### src/rtl/stream_fifo.sv
// First-word-fall-through valid/ready FIFO with fill count and almost-full flag.
// Synchronous active-high reset; flush clears pointers and count the same way.
module stream_fifo #(
  parameter int DATA_W   = 8,
  parameter int DEPTH    = 4,
  parameter int AF_LEVEL = DEPTH - 1,
  parameter int CNT_W    = $clog2(DEPTH) + 1
) (
  input  logic              clk,
  input  logic              rst,
  input  logic              flush,
  input  logic              in_valid,
  input  logic [DATA_W-1:0] in_data,
  output logic              in_ready,
  output logic              out_valid,
  output logic [DATA_W-1:0] out_data,
  input  logic              out_ready,
  output logic [CNT_W-1:0]  count,
  output logic              almost_full
);

  localparam int PW = $clog2(DEPTH);

  logic [DATA_W-1:0] mem_q [DEPTH];
  logic [PW-1:0]     wr_ptr_q, wr_ptr_d;
  logic [PW-1:0]     rd_ptr_q, rd_ptr_d;
  logic [CNT_W-1:0]  count_q, count_d;
  logic              push, pop;

  assign in_ready    = (count_q != CNT_W'(DEPTH)) & ~rst & ~flush;
  assign out_valid   = (count_q != '0);
  assign out_data    = out_valid ? mem_q[rd_ptr_q] : '0;
  assign count       = count_q;
  assign almost_full = (count_q >= CNT_W'(AF_LEVEL));

  assign push = in_valid & in_ready;
  assign pop  = out_valid & out_ready;

  always_comb begin
    wr_ptr_d = wr_ptr_q;
    rd_ptr_d = rd_ptr_q;
    count_d  = count_q;
    if (push) wr_ptr_d = wr_ptr_q + PW'(1);
    if (pop)  rd_ptr_d = rd_ptr_q + PW'(1);
    unique case ({push, pop})
      2'b10:   count_d = count_q + CNT_W'(1);
      2'b01:   count_d = count_q - CNT_W'(1);
      default: count_d = count_q;
    endcase
  end

  always_ff @(posedge clk) begin
    if (rst || flush) begin
      wr_ptr_q <= '0;
      rd_ptr_q <= '0;
      count_q  <= '0;
    end else begin
      wr_ptr_q <= wr_ptr_d;
      rd_ptr_q <= rd_ptr_d;
      count_q  <= count_d;
    end
  end

  // Storage is never cleared; push is already masked by rst/flush.
  always_ff @(posedge clk) begin
    if (push) mem_q[wr_ptr_q] <= in_data;
  end

endmodule

### config.mk
export PLATFORM = sky130hd
export DESIGN_NAME = stream_fifo
export DESIGN_NICKNAME = d
export VERILOG_FILES = /design/src/rtl/stream_fifo.sv
export SDC_FILE = /design/constraint.sdc
export NUM_CORES = 1
export LEC_CHECK = 0
export BUFFER_PORTS_ARGS = -buffer_cell sky130_fd_sc_hd__buf_2
export CAP_MARGIN = 20
export CORE_UTILIZATION = 45
export DETAILED_ROUTE_END_ITERATION = 16
export PLACE_DENSITY = 0.66
export SETUP_SLACK_MARGIN = 0.3
export SYNTH_ARGS = -nofsm -noshare
export SYNTH_HDL_FRONTEND = slang
export SYNTH_SLANG_ARGS = --single-unit
### constraint.sdc
create_clock -name clk -period 7.25 [get_ports clk]
set_input_delay 1.0875 -clock clk [delete_from_list [all_inputs] [get_ports clk]]
set_output_delay 1.0875 -clock clk [all_outputs]
set_load 0.03 [all_outputs]
### After elaboration in Yosys (flattened, before gate mapping)

Memory sizes are Yosys's and may differ from the RTL's. A register that Yosys moved wholly into a read port is not among the register bits.
Cells that the tools add are included.

* add/subtract/negate cells: 4
* magnitude comparators: 1
* eq/ne operators: 3
* multiplexer cells: 6
* bitwise gates (word level): 6
* reductions and logical operators: 3

Operators by type and width (number)
* 8-bit 2-to-1 mux: 1
* 3-bit case mux with 2 select lines: 1
* 2-bit by 1-bit adder with 2-bit output, second input constant: 2
* 1-bit bitwise AND: 4
* 2-bit 2-to-1 mux: 2
* 3-bit by 1-bit adder with 3-bit output, second input constant: 1
* 3-bit by 2-bit greater-or-equal comparator with 1-bit output, second input constant: 1
* 3-bit inequality test, second input constant: 1
* 3-bit nonzero test: 1
* 3-bit by 1-bit subtractor with 3-bit output, second input constant: 1
* 2-bit by 1-bit == test with 1-bit output, second input constant: 1
* 2-bit == test, second input constant: 1
* 1-bit 2-to-1 mux: 2
* 1-bit NOT: 2
* 2-bit nonzero test: 1
* 1-bit logical OR: 1

* bits in registers: 7
* memory bits (writable): 32
* input bits: 13
* output and inout bits: 14
* logic and storage cells: 27
* memories kept: 1

Memory list
* mem_q: depth 4, bits a word 8, rd ports 1, clocked after Yosys merged registers in 1, write ports 1, line 24 `logic [DATA_W-1:0] mem_q [DEPTH];`

### Logic depth before layout (Yosys ltp)

Gate-level depths: netlist of run 1.

* depth in word-level cells: 6
* mapped depth: 10
* gate-level depth less buffers: 9

### Worst setup path before layout of run 1

OpenSTA, ideal clock, no wires.

* path kind: input-to-reg
* start: input port rst
* end: register count_q[2], in the netlist count[2]
* setup time: 70 ps
* data arrival time: 2739 ps
* required time: 7180 ps
* slack: 4441 ps
* cell stages on the path: 10
* cell sequence: nor2_1 -> and3_1 -> buf_6 -> inv_1 -> ha_1 -> inv_1 -> fa_1 -> xor2_1 -> or3_2 -> a21oi_1

* word-level cells in the longest chain between the ends: 6

RTL lines
* start: declaration: line 10 `input logic rst,`
* 1-bit NOT: line 30 `assign in_ready = (count_q != CNT_W'(DEPTH)) & ~rst & ~flush;`
* 1-bit bitwise AND (2 in series): line 30
* 1-bit bitwise AND: line 36 `assign push = in_valid & in_ready;`
* 2-bit by 1-bit == test with 1-bit output / 2-bit == test (equally long branches): line 45 `unique case ({push, pop})`
* 3-bit case mux with 2 select lines / 2-bit nonzero test (equally long branches)
* end signal: assignment: line 60 `count_q <= count_d;`
* end: declaration: line 27 `logic [CNT_W-1:0] count_q, count_d;`

Several ways; a longest one is shown, not always the timed one.
A chain may end at the register's enable or synchronous reset.

==> metrics.md, run 1 <==
| Metric | Value |
|---|---|
| Path depth of the worst reg2reg path | 9 |
| Total clock sinks | 41 |
| Worst voltage drop across the vdd grid | 0.0001223 V |
| Met1 global-route usage | 0.1833 |
| Number of CTS-inserted buffers | 5 |
| Met3 capacity usage during global routing | 0.06250 |
| H-tree depth | 2 |
| Run status | finished clean |
| Core Region | 3661 sq um |
| Largest buffer count on any clock path | 2 |
| CP max FO | 8 |
| I/O pins | 27 |
| Post-CTS setup buffer count | 0 |
| Antenna fix cells | 0 |
| FF+latch count, synth | 41 |
| Synthesized netlist net count | 127 |
| Highest clock frequency the design can meet | 0.3371 GHz |
| Clk_lat worst skew | 0.29 ns |
| Static power due to leakage | 0.7387 nW |
| Dominant cell type by area after synthesis | sky130_fd_sc_hd__edfxtp_1 |
| P&R area growth vs syn | 15.37% |
| Total track usage | 0.1555 |
| Type of the most critical hold path | reg -> reg |
| DR iter-0 viols | 19 |
| Row count | 22 |
| Register area share after synthesis | 0.6642 |
| Fin area | 1982 sq um |
| Cell count after synthesis | 108 |
| Final-report max-slew violation count | 0 |
| Critical path launch point type | flop |
| Final number of setup-violating endpoints | 0 |
| Maximum number of pins on one net before global-route repair | 15 |
| Number of nets at the end of the flow | 157 |
| Routability congestion estimate from global placement | 0.7737 |
| Data arrival time of the critical path | 1.88 ns |
| Per-cell routed wire length | 14.12 microns |
| Power per standard cell area | 214.3 nW/um^2 |
| Layout cells sized above 1 | 0.3597 |
| Number of hold-repair buffers added at the cts stage | 0 |
| Vias per Instance | 5.027 |
| Worst setup slack for register-to-register paths | 4.76 ns |
| Worst setup path endpoint | out_data[4] |
| Die outline width | 63.79 microns |
| HPWL reported at the end of detailed placement | 1881 microns |
| Final TNS setup | 0 ns |
| Synth top area cells | sky130_fd_sc_hd__edfxtp_1 (56%), sky130_fd_sc_hd__dfxtp_1 (10%), sky130_fd_sc_hd__mux4_2 (10%) |
| Endpoint class of the critical path | output pin |
| Count of max-cap constraint violations | 0 |
| Tmin final | 2.966 ns |
| Worst path required time | 6.16 ns |
| Final-layout fill cell count | 303 |
| Post-place instance area | 1892 sq um |
| Number of antenna-violating nets in the routed design | 0 |
| Clock Tree Root | sky130_fd_sc_hd__clkbuf_8 |
| RSZ-0062 raised after global routing | no |
| Endpoint of the most critical register-to-register path | count[2]$_SDFFE_PP0P_ |
| Number of gates resized after CTS | 0 |
| Area fraction of the dominant cell type after synthesis | 0.5594 |
| Launching point of the worst reg2reg path | count[2]$_SDFFE_PP0P_ |
| Synth warn | 0 |
| Final Routed Wirelength | 2641 microns |
| Starting density of the core | 0.4692 |
| Floorplan die area | 4069 sq um |
| Clock-pin slew on the worst setup and hold paths | 0.08 ns |
| Headroom to the max-slew limit | 0.6178 |
| Global route hottest layer | met2 |
| Fin crit share | 0.4092 |
| CTS tree | done |
| Average footprint of a synthesized cell | 15.91 sq um |
| Combined area of all synthesized cells | 1718 sq um |
| DRC | 0 |
| GR Overflow Total | 0 |
| Hold violation total from the final report | 0 |
| Number of antenna violations at the first check in global routing | 0 |
| Number of input and output port buffers inserted | 26 |
| Die height | 63.79 microns |
| Yosys cell types | 27 |
| Global-route wire length before repair | 4498 microns |
| Met2 Use GR | 0.2580 |
| Pre-antenna DRT Iters | 4 |
| Worst-margin pin slew | 0.5726 ns |
| Routed via count | 940 |
| Type of the worst setup path | reg -> out |
| Number of global-route vias before repair | 949 |
| Worst Clk Skew | 0.006283 ns |
[cell usage after synthesis]
library cell,n
sky130_fd_sc_hd__edfxtp_1,32
sky130_fd_sc_hd__dfxtp_1,9
sky130_fd_sc_hd__inv_1,8
sky130_fd_sc_hd__mux4_2,8
sky130_fd_sc_hd__and2b_1,5
sky130_fd_sc_hd__ha_1,5
sky130_fd_sc_hd__and2_2,4
sky130_fd_sc_hd__nand2_1,4
sky130_fd_sc_hd__nor2_1,4
sky130_fd_sc_hd__nor2b_1,4
sky130_fd_sc_hd__o21ai_0,4
sky130_fd_sc_hd__a21oi_1,3
sky130_fd_sc_hd__clkbuf_1,2
sky130_fd_sc_hd__mux2i_1,2
sky130_fd_sc_hd__xor2_1,2
sky130_fd_sc_hd__a21o_2,1
sky130_fd_sc_hd__and2_1,1
sky130_fd_sc_hd__and3_1,1
sky130_fd_sc_hd__buf_2,1
sky130_fd_sc_hd__buf_6,1
sky130_fd_sc_hd__fa_1,1
sky130_fd_sc_hd__nor3_1,1
sky130_fd_sc_hd__or2_2,1
sky130_fd_sc_hd__or3_1,1
sky130_fd_sc_hd__or3_2,1
sky130_fd_sc_hd__or3b_1,1
sky130_fd_sc_hd__or4b_1,1
[registers in the layout (all words and copies together) (netlist names), named ones only]
register and count:
wr_ptr_q 2, mem_q 32, count 3, rd_ptr_q 2
[cell type report]
type                       count  area [sq um]  share of cell area
clock inverter                 3         21.27             0.01073
clock buffer                   5         68.82             0.03472
timing repair buffer          27         137.6             0.06944
multi-input combinational     55         523.0              0.2639
inverter                       8         30.03             0.01515
tap                           48         60.06             0.03030
sequential                    41          1141              0.5758
[layout by cell type, fill, tap and decap left out, drive strengths merged, types with 2 or more instances in the layout]
cell	n
and2	5
a21oi	3
nor2b	4
mux2i	2
nor2	4
edfxtp	32
xor2	2
inv	9
mux4	8
clkbuf	5
o21ai	4
buf	27
and2b	5
nand2	4
dfxtp	9
or3	2
ha	5
[worst min path at each step]
| stage | from | cells past startpoint | to | slack [ns] |
|---|---|---|---|---|
| 6_report | rd_ptr_q[0]$_SDFFE_PP0P_ | 2 | flop | 0.50 |
| 4_1_cts | rd_ptr_q[0]$_SDFFE_PP0P_ | 2 | flop | 0.51 |
| 3_3_place_gp | rd_ptr_q[1]$_SDFFE_PP0P_ | 2 | flop | 0.47 |
| 5_1_grt | rd_ptr_q[1]$_SDFFE_PP0P_ | 2 | flop | 0.52 |
| 2_1_floorplan | rd_ptr_q[1]$_SDFFE_PP0P_ | 2 | flop | 0.46 |
| 3_5_place_dp | rd_ptr_q[0]$_SDFFE_PP0P_ | 2 | flop | 0.49 |
[power breakdown]
group	switching (mW)	internal [mW]
registers	0.00170	0.256
logic	0.0124	0.00872
clock network	0.0780	0.0682
[cells by family (layout without fill, tap and decap cells)]
logic type                 after synthesis  count (layout)  share of synthesized area
DFF                                     41              41                     0.6642
and+or+nand+nor                         29              29                     0.1042
buffers and inverters                   12              43                    0.03132
muxes                                   10              10                     0.1165
AOI/OAI and AO/OA                        8               8                    0.02549
adders and majority gates                6               6                    0.04807
xor gates and xnor gates                 2               2                    0.01020
[worst max-delay path, stage by stage, from the launching register on]
cell and delay (ns):
sky130_fd_sc_hd__dfxtp_1 0.69, sky130_fd_sc_hd__mux4_2 0.56, sky130_fd_sc_hd__and2b_1 0.17, sky130_fd_sc_hd__buf_2 0.17
[per-stage QoR]
stage / power, mW / utilization / hold slack [ns] / instances / setup WS (ns)
final: 0.4246 / 0.5414 / 0.5000 / 187 / 4.284
after global routing: 0.4421 / 0.5414 / 0.5242 / 187 / 4.149
after CTS: 0.4280 / 0.5414 / 0.5062 / 187 / 4.232
after detailed placement: 0.2842 / 0.5167 / 0.4934 / 179 / 4.224
after global placement: 0.2829 / 0.5167 / 0.4672 / 179 / 4.344
after floorplan: 0.2753 / - / 0.4550 / 108 / 4.441
[layer usage]
layer / wire (microns) / vias to the layer above
met3: 118 / 4
met1: 1145 / 463
li1: - / 453
met4: 32 / 0
met5: 0 / -
met2: 1345 / 20
Note: power is estimated with default switching activity, not from simulation.
==> inputs of run 2 (changes only) <==
Settings changed: ABC_AREA set to 1, PLACE_DENSITY 0.66 to 0.65.
Clock period 7.25 ns to 2.8 ns, I/O delays scaled along.
==> metrics.md, run 2 <==
| Metric | Value |
|---|---|
| Run status | finished clean |
| Type of the worst setup path | reg -> out |
| Total clock sinks | 41 (unchanged) |
| FF+latch count, synth | 41 (unchanged) |
| Number of hold-repair buffers added at the cts stage | 0 (unchanged) |
| Net Switching | 0.2516 mW (+170%) |
| Count of max-cap constraint violations | 0 (unchanged) |
| Die height | 65.85 microns (+3.2%) |
| Synth warn | 0 (unchanged) |
| Total track usage | 0.1836 (+0.02817) |
| Most frequently used flop master after synthesis | sky130_fd_sc_hd__edfxtp_1 |
| Starting density of the core | 0.4864 (+0.01716) |
| Yosys cell types | 22 (-19%) |
| Synthesized netlist net count | 186 (+46%) |
| Die outline width | 65.85 microns (+3.2%) |
| Commonest cells after routing, fill and taps aside | sky130_fd_sc_hd__edfxtp_1 (32), sky130_fd_sc_hd__nor2_1 (27), sky130_fd_sc_hd__buf_2 (26) |
| RSZ-0062 raised after global routing | no |
| Vias per Instance | 4.992 (-0.69%) |
| Core Region | 3771 sq um (+3.0%) |
| Fraction of power consumed by sequential logic | 0.559 (-0.047) |
| Data arrival time of the critical path | 1.84 ns (-0.04 ns) |
| Final number of setup-violating endpoints | 0 (unchanged) |
| DRC | 0 (unchanged) |
| Type of the most critical hold path | in -> reg |
| Commonest non-fill, non-tap cell in the layout | sky130_fd_sc_hd__edfxtp_1 |
| Number of antenna-violating nets in the routed design | 0 (unchanged) |
| Register area share after synthesis | 0.6221 (-0.04214) |
| Worst voltage drop across the vdd grid | 0.0003354 V (+170%) |
| Worst-margin pin slew | 0.7432 ns (+0.1707 ns) |
| CP max FO | 13 (+5) |
| Least setup slack across all paths after layout | 0.5359 ns (-3.748 ns) |
| Fin crit share | 0.8086 |
| GR Overflow Total | 0 (unchanged) |
| Worst Setup Slack post-DPL | 0.8493 ns (-3.375 ns) |
| Final-layout fill cell count | 324 (+6.9%) |
| Number of antenna violations at the first check in global routing | 0 (unchanged) |
| DR iter-0 viols | 58 (+39) |
| Final Routed Wirelength | 3405 microns (+29%) |
| Final-report max-slew violation count | 0 (unchanged) |
| Fin cells | 248 (+33%) |
| Hold violation total from the final report | 0 (unchanged) |
| Register containing the most flip-flops in the final layout | mem_q |
| Post-CTS setup buffer count | 0 (unchanged) |
| CTS tree | done |
| Number of gates resized after CTS | 0 (unchanged) |
| Per-cell routed wire length | 13.73 microns (-2.8%) |
| Critical path launch point type | flop |
| Synth top area cells | sky130_fd_sc_hd__edfxtp_1 (52%), sky130_fd_sc_hd__dfxtp_1 (9.8%), sky130_fd_sc_hd__nor2_1 (5.5%) |
| Routability congestion estimate from global placement | 0.8273 (+6.9%) |
| Highest clock frequency the design can meet | 0.4417 GHz |
| Headroom to the max-slew limit | 0.5027 (-0.1151) |
| Average footprint of a synthesized cell | 10.98 sq um (-31%) |
| Dominant cell type by area after synthesis | sky130_fd_sc_hd__edfxtp_1 |
| Maximum number of pins on one net before global-route repair | 17 (+2) |
| Final Power | 1.192 mW (+180%) |
| Most numerous cell types in the synthesized netlist | sky130_fd_sc_hd__edfxtp_1 (32), sky130_fd_sc_hd__nor2_1 (27), sky130_fd_sc_hd__inv_1 (15) |
| Clk_lat worst skew | 0.29 ns (about the same) |
| Worst Clk Skew | 0.005279 ns (-0.001003 ns) |
| Number of nets at the end of the flow | 218 (+39%) |
| Static power due to leakage | 0.8319 nW (+13%) |
| Row count | 22 (unchanged) |
| Fraction of power consumed by the clock network | 0.372 (+0.028) |
| Antenna fix cells | 0 (unchanged) |
| Clock Tree Root | sky130_fd_sc_hd__clkbuf_8 |
| Combined area of all synthesized cells | 1834 sq um (+6.8%) |
| Count leader, synth | sky130_fd_sc_hd__edfxtp_1 |
| Clock-pin slew on the worst setup and hold paths | 0.07 ns (about the same) |
| Final TNS setup | 0 ns (unchanged) |
| Worst path required time | 2.38 ns (-3.78 ns) |
| Routed via count | 1238 (+32%) |
| Pre-antenna DRT Iters | 6 (+2) |
| Layout cells sized above 1 | 0.3000 (-0.05971) |
| I/O pins | 27 (unchanged) |
| Endpoint class of the critical path | output pin |
| Area fraction of the dominant cell type after synthesis | 0.5239 (-0.03548) |
| Combinational share of power | 0.069 (+0.019) |
| Number of CTS-inserted buffers | 5 (unchanged) |
| Power per standard cell area | 565.5 nW/um^2 (+160%) |
| Start point of the worst hold path | in_data[4] |
| Floorplan die area | 4336 sq um (+6.6%) |
| Flip-flop count of the largest register after layout | 32 (unchanged) |
| Switching Fraction | 0.2111 (-0.005862) |
| H-tree depth | 2 (unchanged) |
| P&R area growth vs syn | 14.94% |
| Number of input and output port buffers inserted | 26 (unchanged) |
| Async set-or-reset flop fraction in the synthesized netlist | 0 (unchanged) |
| Cell count after synthesis | 167 (+55%) |
| Global-route wire length before repair | 5664 microns (+26%) |
| Number of flops mapped to enable cells by yosys | 32 (unchanged) |
| Number of global-route vias before repair | 1256 (+32%) |
| DP Cell Count | 240 (+34%) |
| Largest buffer count on any clock path | 2 (unchanged) |
| P_int | 0.9406 mW (+180%) |
| HPWL reported at the end of detailed placement | 2459 microns (+31%) |
| Tmin final | 2.264 ns |
| Launching point of the worst reg2reg path | count[0]$_SDFFE_PP0P_ |
==> run 2: changes by cell type in the layout (fill, tap and decap cells not counted), moves of 7 or more <==
cell / delta
sky130_fd_sc_hd__nor2_1: +23
sky130_fd_sc_hd__inv_1: +7
sky130_fd_sc_hd__nand2_1: +8
sky130_fd_sc_hd__mux4_2: -8
sky130_fd_sc_hd__a21oi_1: +10
sky130_fd_sc_hd__nor2_2: +12
sky130_fd_sc_hd__o21ai_1: +10
==> run 2: layer usage <==
metal,part of all wire,vias up,GRT usage
met5,0,-,0
met4,0.016,0,0.06522
met3,0.051,7,0.05517
met2,0.53,31,0.3304
met1,0.41,582,0.2020
li1,-,618,-
==> run 2: metrics by stage <==
| step | hold WS, ns | util | area (sq um) |
|---|---|---|---|
| after floorplan | 0.4598 | - | 1834 |
| after CTS | 0.3414 | 0.5591 | 2108 |
| after global placement | 0.4830 | 0.5295 | 1997 |
| after global routing | 0.3377 | 0.5591 | 2108 |
| after detailed placement | 0.5083 | 0.5295 | 1997 |
| final | 0.3485 | 0.5591 | 2108 |
==> run 2: worst paths after layout <==
kind                                                  to  slack (ns)  cells past startpoint
worst max-delay path                         out_data[3]        0.54                      6
worst min-delay path               mem_q[1][4]$_DFFE_PP_        0.35                      1
worst min register to register  rd_ptr_q[1]$_SDFFE_PP0P_        0.52                      2
worst max register to register     count[2]$_SDFFE_PP0P_        0.95                     11
==> run 2: cells by family (layout without fill, tap and decap cells) <==
group | Yosys count | after routing | share of synthesized area
buffers and inverters | 24 | 57 | 0.06821
flip-flops | 41 | 41 | 0.6221
AO/OA/AOI/OAI | 33 | 33 | 0.09209
adder cells (fa/ha/maj) | 6 | 6 | 0.04502
AND/OR/NAND/NOR | 63 | 63 | 0.1726
==> run 2: critical path: stages (launching register included) <==
cell                      delay, ns
sky130_fd_sc_hd__dfxtp_1       0.68
sky130_fd_sc_hd__buf_4         0.25
sky130_fd_sc_hd__nor2_1        0.05
sky130_fd_sc_hd__nor2_1        0.11
sky130_fd_sc_hd__o21ai_0       0.11
sky130_fd_sc_hd__a21oi_1       0.15
sky130_fd_sc_hd__buf_2         0.21
==> run 2: cell type report <==
type | count | area (sq um) | share of cell area
Clock buffer | 8 | 111.4 | 0.05282
Inverter | 20 | 75.07 | 0.03561
Multi-Input combinational cell | 102 | 568.0 | 0.2694
Sequential cell | 41 | 1141 | 0.5412
Tap cell | 48 | 60.06 | 0.02849
Timing Repair Buffer | 29 | 152.6 | 0.07240
==> run 2: power groups by stage <==
stage	clock network [mW]	logic (mW)	registers, mW
after floorplan	0	0.0513	0.681
after global placement	0	0.0801	0.680
after detailed placement	0	0.0833	0.680
after CTS	0.453	0.0836	0.666
after global routing	0.484	0.0909	0.667
final	0.443	0.0826	0.666
==> inputs of run 3 (changes only) <==
Settings changed: ABC_AREA 1 to 0, PLACE_DENSITY 0.65 to 0.68.
Clock period 2.8 ns to 1.9 ns, I/O delays scaled along.
==> metrics.md, run 3 (synthesis gave the netlist of run 1 again) <==
| Metric | Value |
|---|---|
| GR Overflow Total | 0 (unchanged) |
| Hold violation total from the final report | 0 (unchanged) |
| Final-report max-slew violation count | 0 (unchanged) |
| Worst Clk Skew | 0.006298 ns (+0.001018 ns) |
| Commonest cells after routing, fill and taps aside | sky130_fd_sc_hd__edfxtp_1 (32), sky130_fd_sc_hd__buf_2 (16), sky130_fd_sc_hd__buf_6 (15) |
| Run status | finished with violations |
| Critical path launch point type | flop |
| Net Switching | 0.3603 mW (+43%) |
| Type of the worst setup path | reg -> reg |
| Endpoint class of the critical path | flop |
| Fin cells | 204 (-18%) |
| Number of antenna violations at the first check in global routing | 0 (unchanged) |
| Clk_lat worst skew | 0.28 ns (about the same) |
| RSZ-0062 raised after global routing | yes |
| Violated checks | setup timing |
| Number of CTS-inserted buffers | 5 (unchanged) |
| Worst-margin pin slew | 0.3956 ns (-0.3476 ns) |
| Die height | 63.79 microns (-3.1%) |
| Global-route wire length before repair | 5043 microns (-11%) |
| Register containing the most flip-flops in the final layout | mem_q |
| Critical-path top delay cell | sky130_fd_sc_hd__or3b_1 |
| Starting density of the core | 0.4692 (-0.01716) |
| Switching Fraction | 0.2014 (-0.009676) |
| Total track usage | 0.1700 (-0.01366) |
| Number of nets at the end of the flow | 174 (-20%) |
| Data arrival time of the critical path | 2.37 ns (+0.53 ns) |
| CTS tree | done |
| Flip-flop count of the largest register after layout | 32 (unchanged) |
| Worst path required time | 2.11 ns (-0.27 ns) |
| I/O pins | 27 (unchanged) |
| DP Cell Count | 188 (-22%) |
| Number of antenna-violating nets in the routed design | 0 (unchanged) |
| Fraction of power consumed by sequential logic | 0.546 (-0.013) |
| Headroom to the max-slew limit | 0.7359 (+0.2332) |
| P&R area growth vs syn | 34.81% |
| Layout cells sized above 1 | 0.5321 (+0.2321) |
| Routability congestion estimate from global placement | 0.8004 (-3.3%) |
| Tmin final | 2.158 ns |
| Core Region | 3661 sq um (-2.9%) |
| Least setup slack across all paths after layout | -0.2577 ns (-0.7936 ns) |
| Commonest non-fill, non-tap cell in the layout | sky130_fd_sc_hd__edfxtp_1 |
| Worst Setup Slack post-DPL | -0.2724 ns (-1.122 ns) |
| DRC | 0 (unchanged) |
| Worst voltage drop across the vdd grid | 0.0006904 V (+110%) |
| Pre-antenna DRT Iters | 4 (-2) |
| DR iter-0 viols | 68 (+17%) |
| Fraction of power consumed by the clock network | 0.384 (+0.012) |
| H-tree depth | 2 (unchanged) |
| Number of global-route vias before repair | 1116 (-11%) |
| Number of input and output port buffers inserted | 26 (unchanged) |
| Fin crit share | 1.136 |
| Antenna fix cells | 0 (unchanged) |
| Count of max-cap constraint violations | 0 (unchanged) |
| HPWL reported at the end of detailed placement | 2039 microns (-17%) |
| Total clock sinks | 41 (unchanged) |
| Type of the most critical hold path | in -> reg |
| Largest buffer count on any clock path | 2 (unchanged) |
| P_int | 1.429 mW (+52%) |
| Die outline width | 63.79 microns (-3.1%) |
| Final-layout fill cell count | 278 (-14%) |
| Maximum number of pins on one net before global-route repair | 15 (-2) |
| CP max FO | 2 (-11) |
| Crit path cell chain | or3b_1 > and3_4 > inv_4 > ha_4 > inv_2 > fa_2 > xor2_1 > or3_4 > a21oi_2 |
| Static power due to leakage | 0.8768 nW (+5.4%) |
| Highest clock frequency the design can meet | 0.4635 GHz |
| Combinational share of power | 0.069 (about the same) |
| Row count | 22 (unchanged) |
| Clock Tree Root | sky130_fd_sc_hd__clkbuf_8 |
| Final number of setup-violating endpoints | 2 (+2) |
| Worst hold slack across all endpoints | 0.2084 ns (-0.1401 ns) |
| Clock-pin slew on the worst setup and hold paths | 0.08 ns (about the same) |
| Floorplan die area | 4069 sq um (-6.2%) |
| Per-cell routed wire length | 15.06 microns (+9.7%) |
| Routed via count | 997 (-19%) |
| Delay contributed by the slowest stage of the critical path | 0.41 ns (-0.27 ns) |
| Vias per Instance | 4.887 (-2.1%) |
| Power per standard cell area | 772.5 nW/um^2 (+37%) |
| Final Routed Wirelength | 3073 microns (-9.8%) |
| Final Power | 1.789 mW (+50%) |
## run 3: changes by cell type in the layout (fill, tap and decap cells not counted), moves of 11 or more
cell and delta:
sky130_fd_sc_hd__buf_6 +15, sky130_fd_sc_hd__nor2_1 -23, sky130_fd_sc_hd__nor2_2 -12, sky130_fd_sc_hd__a21oi_1 -11
## run 3: critical path, delay by kind of cell, from the launching register on
family                     cells  cell delay, ns
and+or+nand+nor                3            0.92
adders and majority gates      2            0.46
DFF                            1            0.32
xor gates and xnor gates       1            0.16
AOI/OAI and AO/OA              1            0.13
buffers and inverters          2            0.10
## run 3: timing repair
action / in CTS / in global routing
setup endpoints to repair: 44 / 44
hold buffers: 0 / 0
buffers inserted: 3 / 4
pin swaps: 6 / 3
gates resized for setup: 28 / 16
cloned: 1 / 0
## run 3: routing by layer
metal	global-route usage	vias up	share of wire
li1	-	485	-
met1	0.1978	489	0.44
met4	0.05966	0	0.0062
met2	0.3085	21	0.52
met3	0.03393	2	0.035
met5	0	-	0
## run 3: stage by stage
step / TNS [ns] / utilization / area [sq um]
6_report: -0.3567 / 0.6326 / 2316
4_1_cts: -0.3135 / 0.6114 / 2238
5_1_grt: -0.5800 / 0.6326 / 2316
3_3_place_gp: -0.2708 / 0.5468 / 2002
3_5_place_dp: -0.3673 / 0.5468 / 2002
2_1_floorplan: -0.4939 / - / 1748
## run 3: power groups by stage
stage               Clock [mW]  Combinational (mW)  Sequential, mW
global route             0.743               0.134           0.979
detailed placement           0              0.0950           0.998
CTS                      0.713               0.112           0.977
global placement             0              0.0911           0.997
floorplan                    0              0.0521            1.00
finish                   0.687               0.124           0.977
## run 3: path summary, 6_finish.rpt
kind                                  from                        to  slack (ns)  depth (start not counted)
hold / removal                  in_data[2]     mem_q[3][2]$_DFFE_PP_        0.21                          1
setup reg to reg     count[1]$_SDFFE_PP0P_     count[2]$_SDFFE_PP0P_       -0.26                          9
setup / recovery     count[1]$_SDFFE_PP0P_     count[2]$_SDFFE_PP0P_       -0.26                          9
hold reg to reg   rd_ptr_q[1]$_SDFFE_PP0P_  rd_ptr_q[1]$_SDFFE_PP0P_        0.50                          2
## run 3: area by class of cell
cell class | instances | area, sq um | area share
clock buffer | 5 | 68.82 | 0.02971
clock inverter | 3 | 46.29 | 0.01999
inverter | 8 | 32.53 | 0.01405
tap | 48 | 60.06 | 0.02593
multi-input combinational | 55 | 590.6 | 0.2550
sequential | 41 | 1151 | 0.4970
timing repair buffer | 44 | 366.6 | 0.1583
